File: config.mk
export PLATFORM = sky130hd
export DESIGN_NAME = csa_seq_multiplier
export DESIGN_NICKNAME = d
export VERILOG_FILES = /design/src/rtl/csa_seq_multiplier.sv
export SDC_FILE = /design/constraint.sdc
export NUM_CORES = 1
export LEC_CHECK = 0
export CORE_MARGIN = 8
export CORE_UTILIZATION = 40
export CTS_BUF_LIST = sky130_fd_sc_hd__clkbuf_16
export DETAILED_ROUTE_END_ITERATION = 6
export PLACE_DENSITY = 0.63
export SLEW_MARGIN = 20
export SYNTH_ARGS = -nofsm -noshare
export SYNTH_HDL_FRONTEND = slang
export SYNTH_SLANG_ARGS = --single-unit
export TNS_END_PERCENT = 5
File: constraint.sdc
create_clock -name clk_i -period 6.1 [get_ports clk_i]
set_clock_uncertainty 0.2 [all_clocks]
set_input_delay 0.61 -clock clk_i [delete_from_list [all_inputs] [get_ports clk_i]]
set_output_delay 0.61 -clock clk_i [all_outputs]
set_load 0.005 [all_outputs]
File: src/rtl/csa_seq_multiplier.sv
// Sequential radix-2 multiplier: one carry-save 3:2 row per cycle, then a single
// carry-propagate cycle. Supports unsigned and two's-complement operands.
module csa_seq_multiplier #(
    parameter int DATA_SIZE_x = 8,
    parameter int DATA_SIZE_y = 8
) (
    input  logic                               clk_i,
    input  logic                               rst_ni,
    input  logic                               clear_i,
    input  logic                               valid_i,
    output logic                               ready_o,
    input  logic                               signed_i,
    input  logic [DATA_SIZE_x-1:0]             x_i,
    input  logic [DATA_SIZE_y-1:0]             y_i,
    output logic                               valid_o,
    input  logic                               ready_i,
    output logic [DATA_SIZE_x+DATA_SIZE_y-1:0] p_o,
    output logic [1:0]                         state_o
);

    localparam int W  = DATA_SIZE_x + DATA_SIZE_y;
    localparam int CW = $clog2(DATA_SIZE_y + 1);

    // Handshakes: a transfer happens on a rising edge where valid and ready are
    // both high; valid_o holds and p_o stays stable until ready_i is seen.
    typedef enum logic [1:0] {
        IDLE    = 2'd0,
        ACCUM   = 2'd1,
        RESOLVE = 2'd2,
        DONE    = 2'd3
    } state_t;

    state_t                 state_q, state_d;
    logic [W-1:0]           sum_q, sum_d;
    logic [W-1:0]           carry_q, carry_d;
    logic [W-1:0]           x_q, x_d;
    logic [DATA_SIZE_y-1:0] y_q, y_d;
    logic                   sgn_q, sgn_d;
    logic [CW-1:0]          cnt_q, cnt_d;
    logic [W-1:0]           p_q, p_d;

    logic [W-1:0]           x_ext;
    logic [W-1:0]           x_sh;
    logic                   y_bit;
    logic                   last_row;
    logic                   neg_row;
    logic                   inj;
    logic [W-1:0]           pp;
    logic [W-1:0]           u;
    logic [W-2:0]           v_lo;

    assign x_ext = signed_i ? {{DATA_SIZE_y{x_i[DATA_SIZE_x-1]}}, x_i}
                            : {{DATA_SIZE_y{1'b0}}, x_i};

    // Current row's partial product; the signed top row is subtracted, its +1
    // riding in carry bit 0, which the carry shift always leaves empty.
    assign x_sh     = x_q << cnt_q;
    assign y_bit    = |(y_q & (DATA_SIZE_y'(1) << cnt_q));
    assign last_row = (cnt_q == CW'(DATA_SIZE_y - 1));
    assign neg_row  = sgn_q & last_row;
    assign pp       = y_bit ? (neg_row ? ~x_sh : x_sh) : '0;
    assign inj      = neg_row & y_bit;

    assign u    = sum_q ^ carry_q ^ pp;
    assign v_lo = (sum_q[W-2:0] & carry_q[W-2:0]) |
                  (sum_q[W-2:0] & pp[W-2:0])      |
                  (carry_q[W-2:0] & pp[W-2:0]);

    always_comb begin
        state_d = state_q;
        sum_d   = sum_q;
        carry_d = carry_q;
        x_d     = x_q;
        y_d     = y_q;
        sgn_d   = sgn_q;
        cnt_d   = cnt_q;
        p_d     = p_q;

        if (clear_i) begin
            state_d = IDLE;
            cnt_d   = '0;
        end else begin
            case (state_q)
                IDLE: begin
                    if (valid_i) begin
                        x_d     = x_ext;
                        y_d     = y_i;
                        sgn_d   = signed_i;
                        sum_d   = '0;
                        carry_d = '0;
                        cnt_d   = '0;
                        state_d = ACCUM;
                    end
                end
                ACCUM: begin
                    sum_d   = u;
                    carry_d = {v_lo, inj};
                    cnt_d   = cnt_q + CW'(1);
                    if (last_row) begin
                        state_d = RESOLVE;
                    end
                end
                RESOLVE: begin
                    p_d     = sum_q + carry_q;
                    state_d = DONE;
                end
                DONE: begin
                    if (ready_i) begin
                        state_d = IDLE;
                    end
                end
                default: state_d = IDLE;
            endcase
        end
    end

    always_ff @(posedge clk_i or negedge rst_ni) begin
        if (!rst_ni) begin
            state_q <= IDLE;
            sum_q   <= '0;
            carry_q <= '0;
            x_q     <= '0;
            y_q     <= '0;
            sgn_q   <= 1'b0;
            cnt_q   <= '0;
            p_q     <= '0;
        end else begin
            state_q <= state_d;
            sum_q   <= sum_d;
            carry_q <= carry_d;
            x_q     <= x_d;
            y_q     <= y_d;
            sgn_q   <= sgn_d;
            cnt_q   <= cnt_d;
            p_q     <= p_d;
        end
    end

    assign ready_o = (state_q == IDLE);
    assign valid_o = (state_q == DONE);
    assign p_o     = p_q;
    assign state_o = state_q;

endmodule

# Word level (Yosys, flattened, before mapping)
# Index checks and enable logic that the tools add are counted.
[totals] romBits=0 ram_bits=0 in_bits=22 out_inout_bits=20 reg_bits=79 latch_bits=0 memories=0 wordCells=55
[classes] n_lt_le_gt_ge=0 eq_ne=8 addsub=2 shift=2 div=0 muxes=14 multipliers=0 reduce_logical=9 n_bitwise=12
[ops] operator="$mux W16" n=4
[ops] operator="$pmux W16 S2" n=2
[ops] operator="$and A15 B15 Y15" n=3
[ops] operator="$xor A16 B16 Y16" n=2
[ops] operator="$or A15 B15 Y15" n=2
[ops] operator="$add A16 B16 Y16" n=1
[ops] operator="$not A16 Y16" n=1
[ops] operator="$shl A16 B4 Y16" n=1
[ops] operator="$reduce_and A3 Y1" n=3
[ops] operator="$and A8 B8 Y8" n=1
[ops] operator="$mux W2" n=4
[ops] operator="$mux W4" n=2
[ops] operator="$pmux W2 S4" n=1
[ops] operator="$pmux W4 S2" n=1
[ops] operator="$reduce_or A8 Y1" n=1
[ops] operator="$shl A1 B4 Y8 const A" n=1
[ops] operator="$ne A3 B3 Y1 const B" n=2
[ops] operator="$add A4 B1 Y4 const B" n=1
[ops] operator="$eq A2 B2 Y1 const B" n=2
[ops] operator="$eq A4 B3 Y1 const B" n=1
[ops] operator="$reduce_and A2 Y1" n=2
[ops] operator="$ne A3 B2 Y1 const B" n=1
[ops] operator="$reduce_bool A3 Y1" n=1
[ops] operator="$and A1 B1 Y1" n=2
[ops] operator="other kinds (5)" n=5

# Depth between registers and ports, before layout
# Gate-level depths: netlist of run 1.
[depth] ltp_word=8 ltp_mapped=11

# Least setup slack after synthesis of run 1
# OpenSTA, ideal clock, no wires.
[synth_timing] kind="flip-flop to flip-flop" start="register cnt_q[0]" end="register sum_q[14]" stages_incl_launch_ff=12 synth_period_minus_slack_ns=2.688 required_ns=5.817 setup_ns=0.083 arrival_time_ns=2.406 slack_ns=3.412 path_cell_list="dfrtp_1 buf_2 buf_2 inv_1 ha_1 a221o_1 o21ai_0 a21oi_2 buf_2 nand2_1 fa_1 o21ai_0"
[synth_between] elab_chain_cells=6 word_cells_on_any_way=11 cone_classes="1 x eq/ne; 2 x shift; 3 x mux; 4 x bitwise; 1 x reduce/logical"
[synth_lines] element="start, declared" line_no="39" rtl="logic [CW-1:0] cnt_q, cnt_d;"
[synth_lines] element="start signal, assigned" line_no="134" rtl="cnt_q <= cnt_d;"
[synth_lines] element="$shl A16 B4 Y16 (tied with other cells)" line_no="57" rtl="assign x_sh = x_q << cnt_q;"
[synth_lines] element="$not A16 Y16 (tied with other cells)" line_no="61" rtl="assign pp = y_bit ? (neg_row ? ~x_sh : x_sh) : '0;"
[synth_lines] element="$mux W16 or $reduce_or A8 Y1 (tied branches)" line_no="61, 58"
[synth_lines] element="$mux W16 (*)" line_no="61"
[synth_lines] element="$xor A16 B16 Y16 (*)" line_no="64" rtl="assign u = sum_q ^ carry_q ^ pp;"
[synth_lines] element="$pmux W16 S2 (*)" line_no="83" rtl="case (state_q)"
[synth_lines] element="end signal, assigned" line_no="129" rtl="sum_q <= sum_d;"
[synth_lines] element="end, declared" line_no="34" rtl="logic [W-1:0] sum_q, sum_d;"
# Every way passes the cells marked *; elsewhere a longest branch is shown, timed or not.
# A chain may end at the register's enable or synchronous reset.

# Final worst setup path of run 1
[layout_timing] start="register cnt_q[1]" end="register sum_q[10]"
# The elaborated chain is that of the path after synthesis.

==> reports/metrics.yaml, run 1 <==
cts:
  clock_latency_ns: 0.33
  post_cts_buffers: 0
  clk_transition_reported_paths_ns: 0.06
  numCtsBuffers: 9
  cts_resized: 0
  htree_levels: 3
  cts-root-buf: "clkbuf_16"
  hold_buffers: 0
  clk_path_buf_depth: 2
  cts_sinks: 72
  tritoncts: "yes"
synth:
  syn_inst: 493
  synth_area_leaders: "dfrtp_1 (38%), fa_1 (6.8%), ha_1 (6.6%)"
  ys_seq_elements: 72
  async_flop_share_pct: 100.0
  synth-edff-count: 0
  ys_warn_count: 0
  syn_nets: 556
  synth_flop_cell: "dfrtp_1"
  synth-seq-area-share_pct: 38.04
  synth_top_area_cell: "dfrtp_1"
  avgSynthCellArea_um2: 9.606
  synthDistinctLibCells: 60
  synth_area_um2: 4736
  synth_top_area_share_pct: 38.04
critical_path:
  arrival_ns: 3.41
  cp-start-kind: "flip-flop"
  worst-setup-path-type: "reg2reg"
  rr_worst_depth: 6
  crit_path_max_fanout: 20
  setup.worst_path.end_class: "flip-flop"
  required_ns: 6.09
final_layout:
  n_fill_cell: 1106
  layout_common_cells: "nand2_1 (76), dfrtp_1 (72), inv_1 (40), clkdlybuf4s50_1 (40), o21ai_1 (35)"
  mostFrequentLayoutCell: "nand2_1"
  area_growth_pct: 16.14
  design_area_um2: 5500
  drive_gt1_share_pct: 9.886
  finalNetCount: 584
  antennaDiodeCount: 0
timing:
  period_minus_slack_ns: 3.421
  hold_slack_ns: 0.2730
  worst_slew_pin_slew_ns: 0.9904
  finalHoldViolations: 0
  period_share_pct: 56.09
  fmax_ghz: 0.2923
  slew_viol_final: 0
  slew_headroom_pct: 33.63
  tns_ns: 0
  setup_violations: 0
  grt_setup_unrepaired: "false"
global_route:
  track_usage_pct: 13.20
  grt-ovfl-total: 0
  grt_pass1_wl_mm: 17.40
  grt_pass1_vias: 3563
  antenna_found_initial: 0
  use_met1_pct: 16.78
  use_met3_pct: 3.319
  top_usage_layer: "met2"
  use_met2_pct: 21.22
  grt_max_degree: 73
detailed_routing:
  ant_nets: 0
  dr.first_iter.drc_count: 160
  routedWlPerCell_um: 14.75
  dr.pass1.iters: 5
  totalWireLength_mm: 9.868
  vias: 3476
  vias_per_cell: 5.196
  drc: 0
power_and_ir_drop:
  peakVddDrop_mv: 0.1635
  power_density_nw_per_um2: 394.5
  p_leak_uw: 0.002231
min_path:
  whs_path_depth: 2
  min_path_type: "reg2reg"
run_status:
  status: "complete, no violations"
floorplan:
  core_area_um2: 11470
  fp.dieW_um: 124.8
  ios: 42
  dieArea_um2: 15580
  initial_core_util_pct: 41.30
  fp.dieH_um: 124.8
  rows: 39
place:
  place_hpwl_mm: 7.369
  place_congestion: 0.8584
  io_buffers: 41
  place_area_um2: 5213
run:
  drv_cap: 0
[per-stage QoR]
stage                     instances  setup WS [ns]  utilization [%]  total power (µW)
final                           669          2.679            47.97              2170
after CTS                       669          2.658            47.97              2198
after floorplan                 493          3.412                -              1394
after global routing            669          2.429            47.97              2361
after detailed placement        653          2.665            45.46              1675
after global placement          653          2.757            45.46              1639
[cell families after synthesis]
group	synth area share (%)
adders and majority gates	13.37
and+or+nand+nor	12.81
buffers and inverters	5.760
DFF	38.04
AOI/OAI and AO/OA	16.41
muxes	8.983
xor gates and xnor gates	4.624
[sequential cells by signal, indices dropped and copies added (netlist names)]
name     flops
sgn_q        1
x_q          9
p_o         16
cnt_q        4
sum_q       16
y_q          8
carry_q     16
state_o      2
[path summary, 6_finish.rpt]
kind	end	slack, ns	start
max	sum_q[10]	2.68	cnt_q[1]
min	p_o[5]	0.27	p_o[5]
max reg2reg	sum_q[10]	2.68	cnt_q[1]
min reg2reg	p_o[5]	0.27	p_o[5]
max in group asynchronous	x_q[3]	4.84	rst_ni
min in group asynchronous	p_o[1]	0.29	rst_ni
[synthesized netlist by cell type (2+ instances only)]
master	count
o22ai_1	2
nor3_1	4
a211oi_1	3
nor2_1	21
a211o_1	3
a32oi_1	2
mux4_2	2
xor2_1	9
a21o_1	8
a21oi_1	13
and3_1	2
a221oi_1	3
dfrtp_1	72
o31ai_1	4
mux2_2	22
a22oi_1	2
or4_1	2
xnor2_1	16
clkbuf_1	9
o21ai_1	35
ha_1	25
nor3b_1	2
a21oi_2	2
a2111oi_0	3
a22o_1	2
fa_1	16
nand2b_1	4
o21ai_0	19
nand4_1	3
mux2_1	2
a211oi_2	2
nand2_1	76
nand3_1	6
buf_2	14
nor2b_1	4
or2_1	3
buf_1	2
mux2i_1	11
nand3b_1	2
o21bai_1	2
inv_1	40
[layer usage]
layer | up-vias | share of wire, %
li1 | 1753 | -
met5 | - | 0
met2 | 70 | 45
met4 | 0 | 2.0
met3 | 14 | 4.9
met1 | 1639 | 48
[power by group]
group / leakage (µW) / switching [µW] / internal, µW / total, µW
clock network: 0.000136 / 202 / 312 / 514
logic: 0.00114 / 473 / 425 / 898
registers: 0.000958 / 133 / 624 / 757
total: 0.00223 / 809 / 1360 / 2170
[layout make-up]
cell class	count	area, µm²	share of cell area [%]
multi-input cells	355	2661	48.38
flip-flops and latches	72	1802	32.76
repair buffers	43	420.4	7.643
clock buffers	9	225.2	4.095
well taps	143	178.9	3.253
inverters	40	150.1	2.730
clock inverters	7	62.56	1.137
[critical path: stages (launching register included)]
cell,delay [ns]
dfrtp_1,0.76
ha_1,0.34
nand4b_1,0.79
xnor2_1,0.43
nand2_1,0.13
fa_1,0.54
o21ai_1,0.07
No activity file was read; power rests on OpenSTA's default activity.
==> run 2, diff against run 1 <==
==> constraint.sdc (replaced) <==
create_clock -name clk_i -period 3.5 [get_ports clk_i]
set_clock_uncertainty 0.2 [all_clocks]
set_input_delay 0.35 -clock clk_i [delete_from_list [all_inputs] [get_ports clk_i]]
set_output_delay 0.35 -clock clk_i [all_outputs]
set_load 0.005 [all_outputs]
==> run 2 against run 1 <==
Sequential share of layout area shrank 0.13 points. Die area is the same. Global-route usage is essentially flat. Via count grew 2.0%. Sequential power grew 73%. Critical endpoint is now sum_q[1].
==> reports/metrics.yaml, run 2 (same netlist as run 1, synthesis figures left out) <==
final_layout:
  drive_gt1_share_pct: 10.13  # was 9.886%
  design_area_um2: 5523  # was 5500 µm²
  mostFrequentLayoutCell: "nand2_1"  # unchanged
  layout_common_cells: "nand2_1 (76), dfrtp_1 (72), inv_1 (41), clkdlybuf4s50_1 (40), o21ai_1 (35)"  # was nand2_1 (76), dfrtp_1 (72), inv_1 (40), clkdlybuf4s50_1 (40), o21ai_1 (35)
  finalNetCount: 591  # was 584
  n_fill_cell: 1112  # was 1,106
  antennaDiodeCount: 0  # unchanged
  area_growth_pct: 16.62  # was 16.14%
  final_util_pct: 48.16  # was 47.97%
cts:
  cts_sinks: 72  # unchanged
  htree_levels: 3  # unchanged
  cts-root-buf: "clkbuf_16"  # unchanged
  clk_transition_reported_paths_ns: 0.05  # was 0.06 ns
  cts_resized: 0  # unchanged
  post_cts_buffers: 0  # unchanged
  numCtsBuffers: 9  # unchanged
  clk_path_buf_depth: 2  # unchanged
  clock_latency_ns: 0.33  # about the same
  tritoncts: "yes"  # unchanged
min_path:
  min_path_type: "in2async"  # was reg2reg
timing:
  slew_viol_final: 0  # unchanged
  period_share_pct: 79.22  # was 56.09%
  setup_violations: 0  # unchanged
  fin_ws_ns: 0.7272  # was 2.679 ns
  fmax_ghz: 0.3606  # was 0.2923 GHz
  period_minus_slack_ns: 2.773  # was 3.421 ns
  finalHoldViolations: 0  # unchanged
  worst_slew_pin_slew_ns: 0.8200  # was 0.9904 ns
  slew_headroom_pct: 45.17  # was 33.63%
  grt_setup_unrepaired: "false"  # unchanged
  tns_ns: 0  # unchanged
floorplan:
  initial_core_util_pct: 41.30  # unchanged
  dieArea_um2: 15580  # unchanged
  rows: 39  # unchanged
  core_area_um2: 11470  # unchanged
  fp.dieW_um: 124.8  # unchanged
  ios: 42  # unchanged
  fp.dieH_um: 124.8  # unchanged
critical_path:
  arrival_ns: 2.78  # was 3.41 ns
  setup.worst_path.end_class: "flip-flop"  # unchanged
  required_ns: 3.51  # was 6.09 ns
  worst-setup-path-type: "reg2reg"  # unchanged
  crit_path_max_fanout: 18  # was 20
  cp-start-kind: "flip-flop"  # unchanged
detailed_routing:
  vias_per_cell: 5.246  # was 5.196
  dr.pass1.iters: 4  # was 5
  routedWlPerCell_um: 14.54  # was 14.75 µm
  drc: 0  # unchanged
  totalWireLength_mm: 9.828  # was 9.868 mm
  vias: 3546  # was 3,476
  ant_nets: 0  # unchanged
  dr.first_iter.drc_count: 261  # was 160
global_route:
  track_usage_pct: 13.21  # was 13.20%
  grt-ovfl-total: 0  # unchanged
  antenna_found_initial: 0  # unchanged
  grt_pass1_vias: 3634  # was 3,563
  grt_pass1_wl_mm: 17.37  # was 17.40 mm
  grt_max_degree: 57  # was 73
power_and_ir_drop:
  finalPower_uw: 3711  # was 2170 µW
  p_leak_uw: 0.002260  # was 0.002231 µW
  power_density_nw_per_um2: 671.9  # was 394.5 nW/µm²
  peakVddDrop_mv: 0.4253  # was 0.1635 mV
place:
  place_hpwl_mm: 7.405  # was 7.369 mm
  io_buffers: 41  # unchanged
  place_congestion: 0.8542  # was 0.8584
  place_area_um2: 5258  # was 5213 µm²
  place_ws_ns: 0.7379  # was 2.665 ns
run:
  drv_cap: 0  # unchanged
run_status:
  status: "complete, no violations"  # unchanged
[run 2: worst paths after layout]
| check | slack, ns | end | startpoint | depth (start not counted) |
|---|---|---|---|---|
| worst max register to register | 0.73 | sum_q[1] | cnt_q[0] | 8 |
| min in group clk_i | 0.27 | p_o[1] | p_o[1] | 2 |
| max in group asynchronous | 1.80 | x_q[4] | rst_ni | 3 |
| worst max-delay path | 0.73 | sum_q[1] | cnt_q[0] | 8 |
| worst min register to register | 0.27 | p_o[1] | p_o[1] | 2 |
| worst min-delay path | 0.27 | p_o[0] | rst_ni | 2 |
[run 2: layout make-up]
cell class,instances,area [µm²],area share [%]
well taps,143,178.9,3.240
multi-input cells,355,2661,48.19
clock buffers,9,225.2,4.078
inverters,40,150.1,2.719
flip-flops and latches,72,1802,32.62
clock inverters,7,30.03,0.5437
repair buffers,50,475.5,8.609
[run 2: what timing repair did]
action | CTS | global route
hold buffers | 1 | 0
endpoints found under the hold margin | 16 | 0
endpoints found under the setup margin | 0 | 0
[run 2: routing by layer]
metal | up-vias | GRT usage, % | part of all wire, % | routed length [µm]
met3 | 11 | 3.830 | 4.6 | 448
li1 | 1778 | - | - | -
met5 | - | 0 | 0 | 0
met2 | 82 | 20.69 | 45 | 4415
met4 | 0 | 4.412 | 1.6 | 153
met1 | 1675 | 17.07 | 49 | 4810
[run 2: stage by stage]
step | hold slack (ns) | std cells
finish | 0.2701 | 676
global route | 0.3007 | 676
CTS | 0.2799 | 676
detailed placement | 0.09178 | 659
global placement | 0.08693 | 659
floorplan | -0.1456 | 493
[run 2: critical path: stages, from the launching register on]
cell and delay [ns]:
dfrtp_1 0.45, inv_1 0.15, ha_1 0.19, a221o_1 0.14
o21ai_0 0.10, a21oi_2 0.64, nand2_1 0.17, fa_1 0.53
o21ai_1 0.06
[run 2: power breakdown]
group	internal, µW	switching [µW]
Sequential	1090	221
Clock	464	322
Combinational	759	855
Total	2310	1400
